===== src/rtl/uart_tx_fifo.sv =====
// uart_tx_fifo: buffered serial transmitter with built-in baud generation.
// Words enter a FIFO over a valid/ready handshake and are serialised
// LSB-first as start / DATA_BITS data / optional parity / 1 or 2 stop bits.
//
// Ports:
//   clk          system clock, rising edge
//   rst          asynchronous active-low reset
//   tx_data      word to transmit
//   tx_valid     tx_data valid this cycle
//   tx_ready     FIFO can accept a word (not full)
//   choose       baud select: 00=9600, 01=19200, 10=57600, 11=115200
//   parity_mode  00=none, 01=even, 10=odd, 11=none
//   stop2        1 = two stop bits, 0 = one stop bit
//   tx_out       serial line, idle high, driven from a flop
//   tx_busy      a frame is in progress
//   tx_stop      one-cycle pulse on the last cycle of the final stop bit
//   fifo_count   words currently buffered
module uart_tx_fifo #(
  parameter int CLK_HZ     = 50000000,
  parameter int DATA_BITS  = 8,
  parameter int FIFO_DEPTH = 8
) (
  input  logic                        clk,
  input  logic                        rst,
  input  logic [DATA_BITS-1:0]        tx_data,
  input  logic                        tx_valid,
  output logic                        tx_ready,
  input  logic [1:0]                  choose,
  input  logic [1:0]                  parity_mode,
  input  logic                        stop2,
  output logic                        tx_out,
  output logic                        tx_busy,
  output logic                        tx_stop,
  output logic [$clog2(FIFO_DEPTH):0] fifo_count
);

  localparam int AW = $clog2(FIFO_DEPTH);
  localparam int CW = $clog2(CLK_HZ / 9600 + 1);
  localparam int IW = $clog2(DATA_BITS);

  localparam logic [CW-1:0] DIV_9600   = CW'(CLK_HZ / 9600);
  localparam logic [CW-1:0] DIV_19200  = CW'(CLK_HZ / 19200);
  localparam logic [CW-1:0] DIV_57600  = CW'(CLK_HZ / 57600);
  localparam logic [CW-1:0] DIV_115200 = CW'(CLK_HZ / 115200);

  typedef enum logic [2:0] {IDLE, START, DATA, PARITY, STOP} state_t;

  function automatic logic [CW-1:0] baud_div(input logic [1:0] sel);
    case (sel)
      2'b00:   return DIV_9600;
      2'b01:   return DIV_19200;
      2'b10:   return DIV_57600;
      default: return DIV_115200;
    endcase
  endfunction

  function automatic logic parity_on(input logic [1:0] mode);
    return (mode == 2'b01) || (mode == 2'b10);
  endfunction

  // Odd parity is the inverse of the even (XOR) parity.
  function automatic logic parity_bit(input logic [DATA_BITS-1:0] w, input logic [1:0] mode);
    return (^w) ^ (mode == 2'b10);
  endfunction

  logic [DATA_BITS-1:0] mem [FIFO_DEPTH];
  logic [AW-1:0]        wr_ptr, rd_ptr;
  logic                 push, pop;

  state_t               state, state_nxt;
  logic [CW-1:0]        cnt, cnt_nxt, div_cfg;
  logic [IW-1:0]        idx, idx_nxt;
  logic [DATA_BITS-1:0] sh, sh_nxt;
  logic                 par_en, par_val, stop2_cfg;
  logic                 tx_out_nxt, tx_stop_nxt, bit_end;

  assign tx_ready = (fifo_count != (AW+1)'(FIFO_DEPTH));
  assign push     = tx_valid && tx_ready;
  assign tx_busy  = (state != IDLE);

  // FIFO storage (data only, not reset)
  always_ff @(posedge clk) begin
    if (push) mem[wr_ptr] <= tx_data;
  end

  // FIFO pointers and occupancy
  always_ff @(posedge clk or negedge rst) begin
    if (!rst) begin
      wr_ptr     <= '0;
      rd_ptr     <= '0;
      fifo_count <= '0;
    end else begin
      if (push) wr_ptr <= wr_ptr + AW'(1);
      if (pop)  rd_ptr <= rd_ptr + AW'(1);
      case ({push, pop})
        2'b10:   fifo_count <= fifo_count + (AW+1)'(1);
        2'b01:   fifo_count <= fifo_count - (AW+1)'(1);
        default: fifo_count <= fifo_count;
      endcase
    end
  end

  // Frame engine: next-state, next line level and pop decision
  always_comb begin
    state_nxt  = state;
    cnt_nxt    = cnt + CW'(1);
    idx_nxt    = idx;
    sh_nxt     = sh;
    tx_out_nxt = tx_out;
    pop        = 1'b0;
    bit_end    = (cnt == div_cfg - CW'(1));
    case (state)
      IDLE: begin
        cnt_nxt = '0;
        if (fifo_count != '0) begin
          pop        = 1'b1;
          sh_nxt     = mem[rd_ptr];
          state_nxt  = START;
          tx_out_nxt = 1'b0;
        end
      end
      START: begin
        if (bit_end) begin
          state_nxt  = DATA;
          cnt_nxt    = '0;
          idx_nxt    = '0;
          tx_out_nxt = sh[0];
        end
      end
      DATA: begin
        if (bit_end) begin
          cnt_nxt = '0;
          sh_nxt  = sh >> 1;
          if (idx == IW'(DATA_BITS - 1)) begin
            idx_nxt = '0;
            if (par_en) begin
              state_nxt  = PARITY;
              tx_out_nxt = par_val;
            end else begin
              state_nxt  = STOP;
              tx_out_nxt = 1'b1;
            end
          end else begin
            idx_nxt    = idx + IW'(1);
            tx_out_nxt = sh[1];
          end
        end
      end
      PARITY: begin
        if (bit_end) begin
          state_nxt  = STOP;
          cnt_nxt    = '0;
          idx_nxt    = '0;
          tx_out_nxt = 1'b1;
        end
      end
      STOP: begin
        if (bit_end) begin
          cnt_nxt = '0;
          // idx counts stop bits; a second one is only taken with stop2.
          if (stop2_cfg && idx == '0) begin
            idx_nxt = IW'(1);
          end else if (fifo_count != '0) begin
            pop        = 1'b1;
            sh_nxt     = mem[rd_ptr];
            state_nxt  = START;
            tx_out_nxt = 1'b0;
          end else begin
            state_nxt = IDLE;
          end
        end
      end
      default: state_nxt = IDLE;
    endcase
    // Registered look-ahead so tx_stop is high on the final stop cycle.
    tx_stop_nxt = (state_nxt == STOP) &&
                  (idx_nxt == (stop2_cfg ? IW'(1) : IW'(0))) &&
                  (cnt_nxt == div_cfg - CW'(1));
  end

  // Control registers and frame configuration latched at pop
  always_ff @(posedge clk or negedge rst) begin
    if (!rst) begin
      state     <= IDLE;
      cnt       <= '0;
      idx       <= '0;
      tx_out    <= 1'b1;
      tx_stop   <= 1'b0;
      par_en    <= 1'b0;
      stop2_cfg <= 1'b0;
      div_cfg   <= DIV_115200;
    end else begin
      state   <= state_nxt;
      cnt     <= cnt_nxt;
      idx     <= idx_nxt;
      tx_out  <= tx_out_nxt;
      tx_stop <= tx_stop_nxt;
      if (pop) begin
        par_en    <= parity_on(parity_mode);
        stop2_cfg <= stop2;
        div_cfg   <= baud_div(choose);
      end
    end
  end

  // Shift register and parity value (data path, not reset)
  always_ff @(posedge clk) begin
    sh <= sh_nxt;
    if (pop) par_val <= parity_bit(mem[rd_ptr], parity_mode);
  end

endmodule

===== config.mk =====
export PLATFORM = sky130hd
export DESIGN_NAME = uart_tx_fifo
export DESIGN_NICKNAME = d
export VERILOG_FILES = /design/src/rtl/uart_tx_fifo.sv
export SDC_FILE = /design/constraint.sdc
export NUM_CORES = 1
export LEC_CHECK = 0
export CAP_MARGIN = 20
export CORE_MARGIN = 2
export CORE_UTILIZATION = 40
export DETAILED_ROUTE_END_ITERATION = 8
export DONT_BUFFER_PORTS = 1
export PLACE_DENSITY = 0.67
export SYNTH_ARGS = -nofsm -noshare
export SYNTH_HDL_FRONTEND = slang
export SYNTH_SLANG_ARGS = --single-unit

===== constraint.sdc =====
create_clock -name clk -period 4.2 [get_ports clk]
set_input_delay 0.84 -clock clk [delete_from_list [all_inputs] [get_ports clk]]
set_output_delay 0.84 -clock clk [all_outputs]
set_load 0.005 [all_outputs]

After elaboration in Yosys (flattened, before gate mapping):

Memory sizes are Yosys's and may differ from the RTL's.
Index checks and enable logic that the tools add are counted.

* bits in registers: 55
* RAM bits: 64
* output and inout port bits: 8
* logic and storage cells: 102
* memories kept: 1

Memories
* mem: depth 8, width 8, rd ports 1, clocked after Yosys merged registers in 0, wr ports 1, line 66 `logic [DATA_BITS-1:0] mem [FIFO_DEPTH];`

* add/sub/neg operators: 7
* equal/unequal tests: 21
* muxes and demuxes: 41
* bitwise gates (word level): 1
* reduce and logical (&&, ||, !) cells: 18

Operator list (count)
* two-way mux 3 bit: 13
* one-hot mux 13 bit (3 select lines): 1
* two-way mux 8 bit: 4
* equality test 13 bit: 2
* one-hot mux 13 bit (2 select lines): 1
* one-hot mux 8 bit (3 select lines): 1
* two-way mux 1 bit: 15
* one-hot mux 3 bit (5 select lines): 1
* adder 13 x 1 -> 13 bit (second input constant): 1
* two-way mux 13 bit: 1
* subtractor 13 x 1 -> 13 bit (second input constant): 1
* != test 2 bit (second input constant): 5
* adder 3 x 1 -> 3 bit (second input constant): 3
* equality test 3 bit (second input constant): 3
* one-hot mux 3 bit (3 select lines): 1
* one-hot mux 4 bit (2 select lines): 1
* parity 8 bit: 1
* equality test 2 x 1 -> 1 bit (second input constant): 3
* equality test 2 bit (second input constant): 3
* equality test 3 x 2 -> 1 bit (second input constant): 2
* zero test 3 bit: 2
* AND reduction 6 bit: 1
* nonzero test 3 bit: 2
* one-hot mux 1 bit (5 select lines): 1
* other kinds (16): 19

Logic depth before layout (Yosys ltp):

* depth after elaboration: 8
* mapped depth: 19

Worst setup path after synthesis:

No wires, ideal clock.

* path kind: register -> register
* start point: register div_cfg[7]
* end point: register fifo_count[3]
* setup time: 0.125 ns
* arrival: 4.016 ns
* data required time: 4.075 ns
* path slack: 0.058 ns
* cell stages (with the launch flop): 20
* buffers on the path: 4
* path through: dfstp_2 > buf_2 > inv_1 > ha_1 > buf_2 > or3b_1 > buf_2 > xnor2_1 > or3_4 > a221oi_4 > nand3_1 > a21oi_2 > buf_2 > ha_1 > ha_1 > a21o_1 > a21oi_1 > xnor2_1 > nor2_1 > xor2_1

* longest elaborated chain between the ends: 6
* elaborated cells between the ends (all ways): 8
* classes of those cells: add/sub (1); eq/ne (3); mux (3); reduce/logical (1)

Ends and longest elaborated chain
* start, declared: line 71 `logic [CW-1:0] cnt, cnt_nxt, div_cfg;`
* start signal, assigned: line 201 `div_cfg <= baud_div(choose);`
* subtractor 13 x 1 -> 13 bit (*): line 111 `bit_end = (cnt == div_cfg - CW'(1));`
* equality test 13 bit (*): line 111
* two-way mux 1 bit (*): line 158 `if (bit_end) begin`
* one-hot mux 1 bit (2 select lines) (*): line 112 `case (state)`
* via pop: line 68 `logic push, pop;`
* equality test 2 x 1 -> 1 bit / equality test 2 bit (equally long branches): line 95 `case ({push, pop})`
* one-hot mux 4 bit (2 select lines) / nonzero test 2 bit (equally long branches)
* end signal, assigned: line 96 `2'b10: fifo_count <= fifo_count + (AW+1)'(1);`
* end signal, assigned: line 97 `2'b01: fifo_count <= fifo_count - (AW+1)'(1);`
* end signal, assigned: line 98 `default: fifo_count <= fifo_count;`
* end, declared: line 34 `output logic [$clog2(FIFO_DEPTH):0] fifo_count`

The timed path passes the listed nets; every way through them passes the cells marked *.
A chain may end at the register's enable or synchronous reset.

Final worst setup path:

* start point: register div_cfg[7]
* end point: register fifo_count[3]

* longest elaborated chain between the ends: 6
* elaborated cells between the ends (all ways): 8
* classes of those cells: add/sub (1); eq/ne (3); mux (3); reduce/logical (1)

Ends and longest elaborated chain (line)
* subtractor 13 x 1 -> 13 bit (*): 111
* equality test 13 bit (*): 111
* two-way mux 1 bit (*): 158
* one-hot mux 1 bit (2 select lines) (*): 112
* equality test 2 x 1 -> 1 bit / equality test 2 bit (equally long branches): 95
* one-hot mux 4 bit (2 select lines) / nonzero test 2 bit (equally long branches)

Mark *: on every way between the ends. The rest lies on a longest branch, timed or not.

==> key figures <==
GRT
  – Global routing's busiest layer: met2
  – Largest net degree at the start of global routing: 43
  – GRT Total Usage: 16.35%
  – Met2 Use GR: 25.45%
  – Initial antenna violation count: 0
  – Met3 global-route usage: under 10%
  – First-pass GRT wire length: around 20000 microns
  – Grt met1 use: 22.11%
  – Vias in the first global route: 3879
  – GRT overflow: 0

STA
  – Slew @ Worst Pin: 0.9161 ns
  – Slew Viols, Final: 0
  – Fraction of the cycle the final worst path needs: 93.20%
  – Final WS setup: ~0.29 ns
  – RSZ-0062 raised after global routing: false
  – Setup TNS Final: 0 ns
  – Tmin final: 3.914 ns
  – Relative slew slack: between 30 and 40%
  – Layout Skew: roughly 0.010 ns
  – Max Clk Rate: 255.5 MHz
  – Final setup violating endpoints: 0
  – Final hold violation count: 0

Floorplan
  – Die area: between 15000 and 20000 sq um
  – Die height: 126.5 microns
  – Die Wd: around 130 microns
  – Initial Util: 41.12%
  – # IOs: 24
  – Core area: 14590 sq um
  – Row Count: between 40 and 50

CTS
  – Post-CTS Setup Bufs: 0
  – Total CTS buffers: 17
  – CTS tree: built
  – Worst skew pair latency: 0.42 ns
  – CTS H-tree lvls: 4
  – # clock sinks: 115
  – Clk pin slew, worst setup/hold paths: 0.06 ns
  – Post-cts sizing count: 0
  – Clk buf depth: 2
  – # hold bufs at CTS: 0
  – CTS Root Cell: clkbuf_16

Setup path
  – Element type at the critical path end: flop
  – RR Endpoint: fifo_count[3]
  – Kind of critical path: reg2reg
  – CP Max Fanout: 11
  – Reg2reg setup slack: 0.29 ns
  – Crit path launch type: flop
  – CP arrival: roughly 4.2 ns
  – Data required time of the critical path: 4.49 ns
  – R2R depth: 15
  – R2r startpoint: div_cfg[7]

Power
  – Switch share: 36.40%
  – Gate power share: between 30% and 40%
  – Max rail drop VDD: 396.9 uV
  – Leakage: 2.433 nW
  – Clk pwr share: about a quarter
  – Power density cells: between 700 and 800 nW/um^2
  – Power, Total: a little over 5 mW
  – P_int: 3.292 mW
  – Psw: 1.884 mW
  – Reg power frac: 36.3%

Drt
  – DRT antenna net count: 0
  – Initial DRT Pass Iterations: 5
  – 1st-iter DRT viols: roughly 250
  – Wire length per cell: 17.67 microns
  – Post-Route WL: 12240 microns
  – Vias per inst: 5.570
  – DR vias: around 3900
  – DRC errors left: 0

Yosys
  – Sequential share of the synthesized area: between 50% and 60%
  – Combinational family with the most area after synthesis: simple AND/OR/NAND/NOR gates
  – XOR/XNOR Fraction of Synth Area: 7.299%
  – Adder-cell area share of the yosys netlist: 3.879%
  – Syn Inst Count: roughly 490
  – Top-area cell type share of the netlist area: 36.54%
  – Area leader, netlist: edfxtp_1
  – Synthesized cell area: 6000 sq um
  – Ys flop type: edfxtp_1
  – Complex-gate fraction of the synthesized area: ~10%
  – Dominant cells by area after synthesis: edfxtp_1 37%, dfrtp_1 15%, mux4_2 6.0%
  – Cell variety after synth: between 60 and 70
  – Syn_nets: 525
  – Syn Area/Cell: 12.22 sq um
  – Post-synth EDFFs: 73
  – Yosys reg bits: 115
  – Async SR Flop Fraction: between 30% and 40%
  – Mux share of post-synthesis cell area: 8.989%
  – Synth Area in Simple Gates: roughly 12%
  – Yosys warns: 0

Final layout
  – Ant. Diodes: 0
  – Area delta synth->final: 12.80%
  – Filler cells: 1228
  – Share of cells above drive strength 1: 16.11%
  – Final nets: 530
  – Post-Layout Cell Count: 693

Placement
  – IO Port Bufs: 0
  – Cells after DPL: 661
  – GP Congestion: roughly 0.86
  – Post-place setup slack: 0.1628 ns
  – DPL Wire Length: around 8500 microns

Flow run
  – Maxcap violations: 0

Min path
  – Hold Path Class: in2async

Run status
  – Run status: completed
[final cells by class]
cell class / count / area, sq um / share of cell area, %
clock inverter: 13 / 127.6 / 1.886
multi-input combinational: 333 / 2581 / 38.14
inverter: 19 / 71.32 / 1.054
sequential: 115 / 3249 / 48.01
tap: 184 / 230.2 / 3.402
clock buffer: 19 / 432.9 / 6.397
timing repair buffer: 10 / 75.07 / 1.109
[power groups by stage]
stage | Clock [mW] | Combinational (mW) | Sequential (mW)
after floorplan | 0 | 1.67 | 1.70
after global placement | 0 | 1.90 | 1.88
after detailed placement | 0 | 1.94 | 1.89
after CTS | 1.38 | 1.94 | 1.88
after global routing | 1.43 | 2.15 | 1.92
final | 1.36 | 1.94 | 1.88
[metal layers]
metal,vias up,share of wire (%)
li1,1848,-
met2,107,48
met4,0,1.4
met5,-,0
met1,1888,45
met3,17,5.5
[synthesized netlist by cell type (all sizes together) (2+ instances only)]
cell type	n
nand3b	2
edfxtp	73
nor2	48
and4	3
clkbuf	13
o21ai	24
dfstp	5
nor3	13
o22ai	3
a221oi	3
ha	17
and3	3
a311oi	2
a2111oi	2
dfrtp	37
mux4	16
nand2b	6
buf	11
a211oi	4
a31oi	3
mux2i	10
inv	19
or4	2
mux2	7
and2	4
nand4	7
nor4	7
o31ai	9
o221ai	2
a21oi	16
or2	3
nand2	30
or3	3
nand3	11
o22a	3
xor2	18
o2111ai	2
xnor2	32
[registers in the layout, summed over array words and instances (netlist names)]
register,count
cnt,13
div_cfg,9
fifo_count,4
idx,3
mem,64
par_en,1
par_val,1
rd_ptr,3
sh,8
state,3
stop2_cfg,1
tx_out,1
tx_stop,1
wr_ptr,3
[critical path, cell delays in order (launching register included)]
cell	delay [ns]
dfstp_2	0.68
inv_1	0.14
ha_1	0.31
or3b_4	0.33
xnor2_1	0.10
or3_4	0.39
a221oi_4	0.30
nand3_1	0.13
a21oi_2	0.22
ha_1	0.24
ha_1	0.24
a21o_1	0.17
a21oi_1	0.18
xnor2_1	0.15
nor2_1	0.08
xor2_1	0.14
[through the flow]
stage / utilization, % / cell area, sq um / hold slack (ns)
2_1_floorplan: - / 6000 / 0.4633
3_3_place_gp: 42.53 / 6205 / 0.4828
3_5_place_dp: 42.53 / 6205 / 0.4873
4_1_cts: 46.37 / 6765 / 0.09974
5_1_grt: 46.39 / 6768 / 0.09771
6_report: 46.39 / 6768 / 0.1139
[layout by cell type, fill, tap and decap left out, types with 7 or more instances in the layout]
cell type and n:
ha_1 17, xnor2_1 32, mux2i_1 10, o21ai_0 24
o31ai_1 9, dfrtp_1 37, clkbuf_16 17, mux2_2 7
nand2_1 29, buf_4 10, nand3_1 11, xor2_1 18
mux4_2 16, nor2_1 48, edfxtp_1 73, inv_1 19
nor3_1 12, nand4_1 7, a21oi_1 15
[kinds of logic after synthesis]
group                      count (synthesis)
AOI/OAI and AO/OA                         86
xor gates and xnor gates                  50
adders and majority gates                 18
buffers and inverters                     43
DFF                                      115
muxes                                     33
and+or+nand+nor                          146
[how the worst max path moves through the flow]
| stage | cells after the start | end | slack, ns | start |
|---|---|---|---|---|
| 2_1_floorplan | 19 | fifo_count[3] | 0.06 | div_cfg[7] |
| 3_3_place_gp | 15 | fifo_count[3] | 0.37 | div_cfg[7] |
| 3_5_place_dp | 15 | fifo_count[3] | 0.16 | div_cfg[7] |
| 4_1_cts | 15 | fifo_count[3] | 0.16 | div_cfg[7] |
| 5_1_grt | 15 | fifo_count[3] | 0.02 | div_cfg[7] |
| 6_report | 15 | fifo_count[3] | 0.29 | div_cfg[7] |
Note: power is estimated with default switching activity, not from simulation.
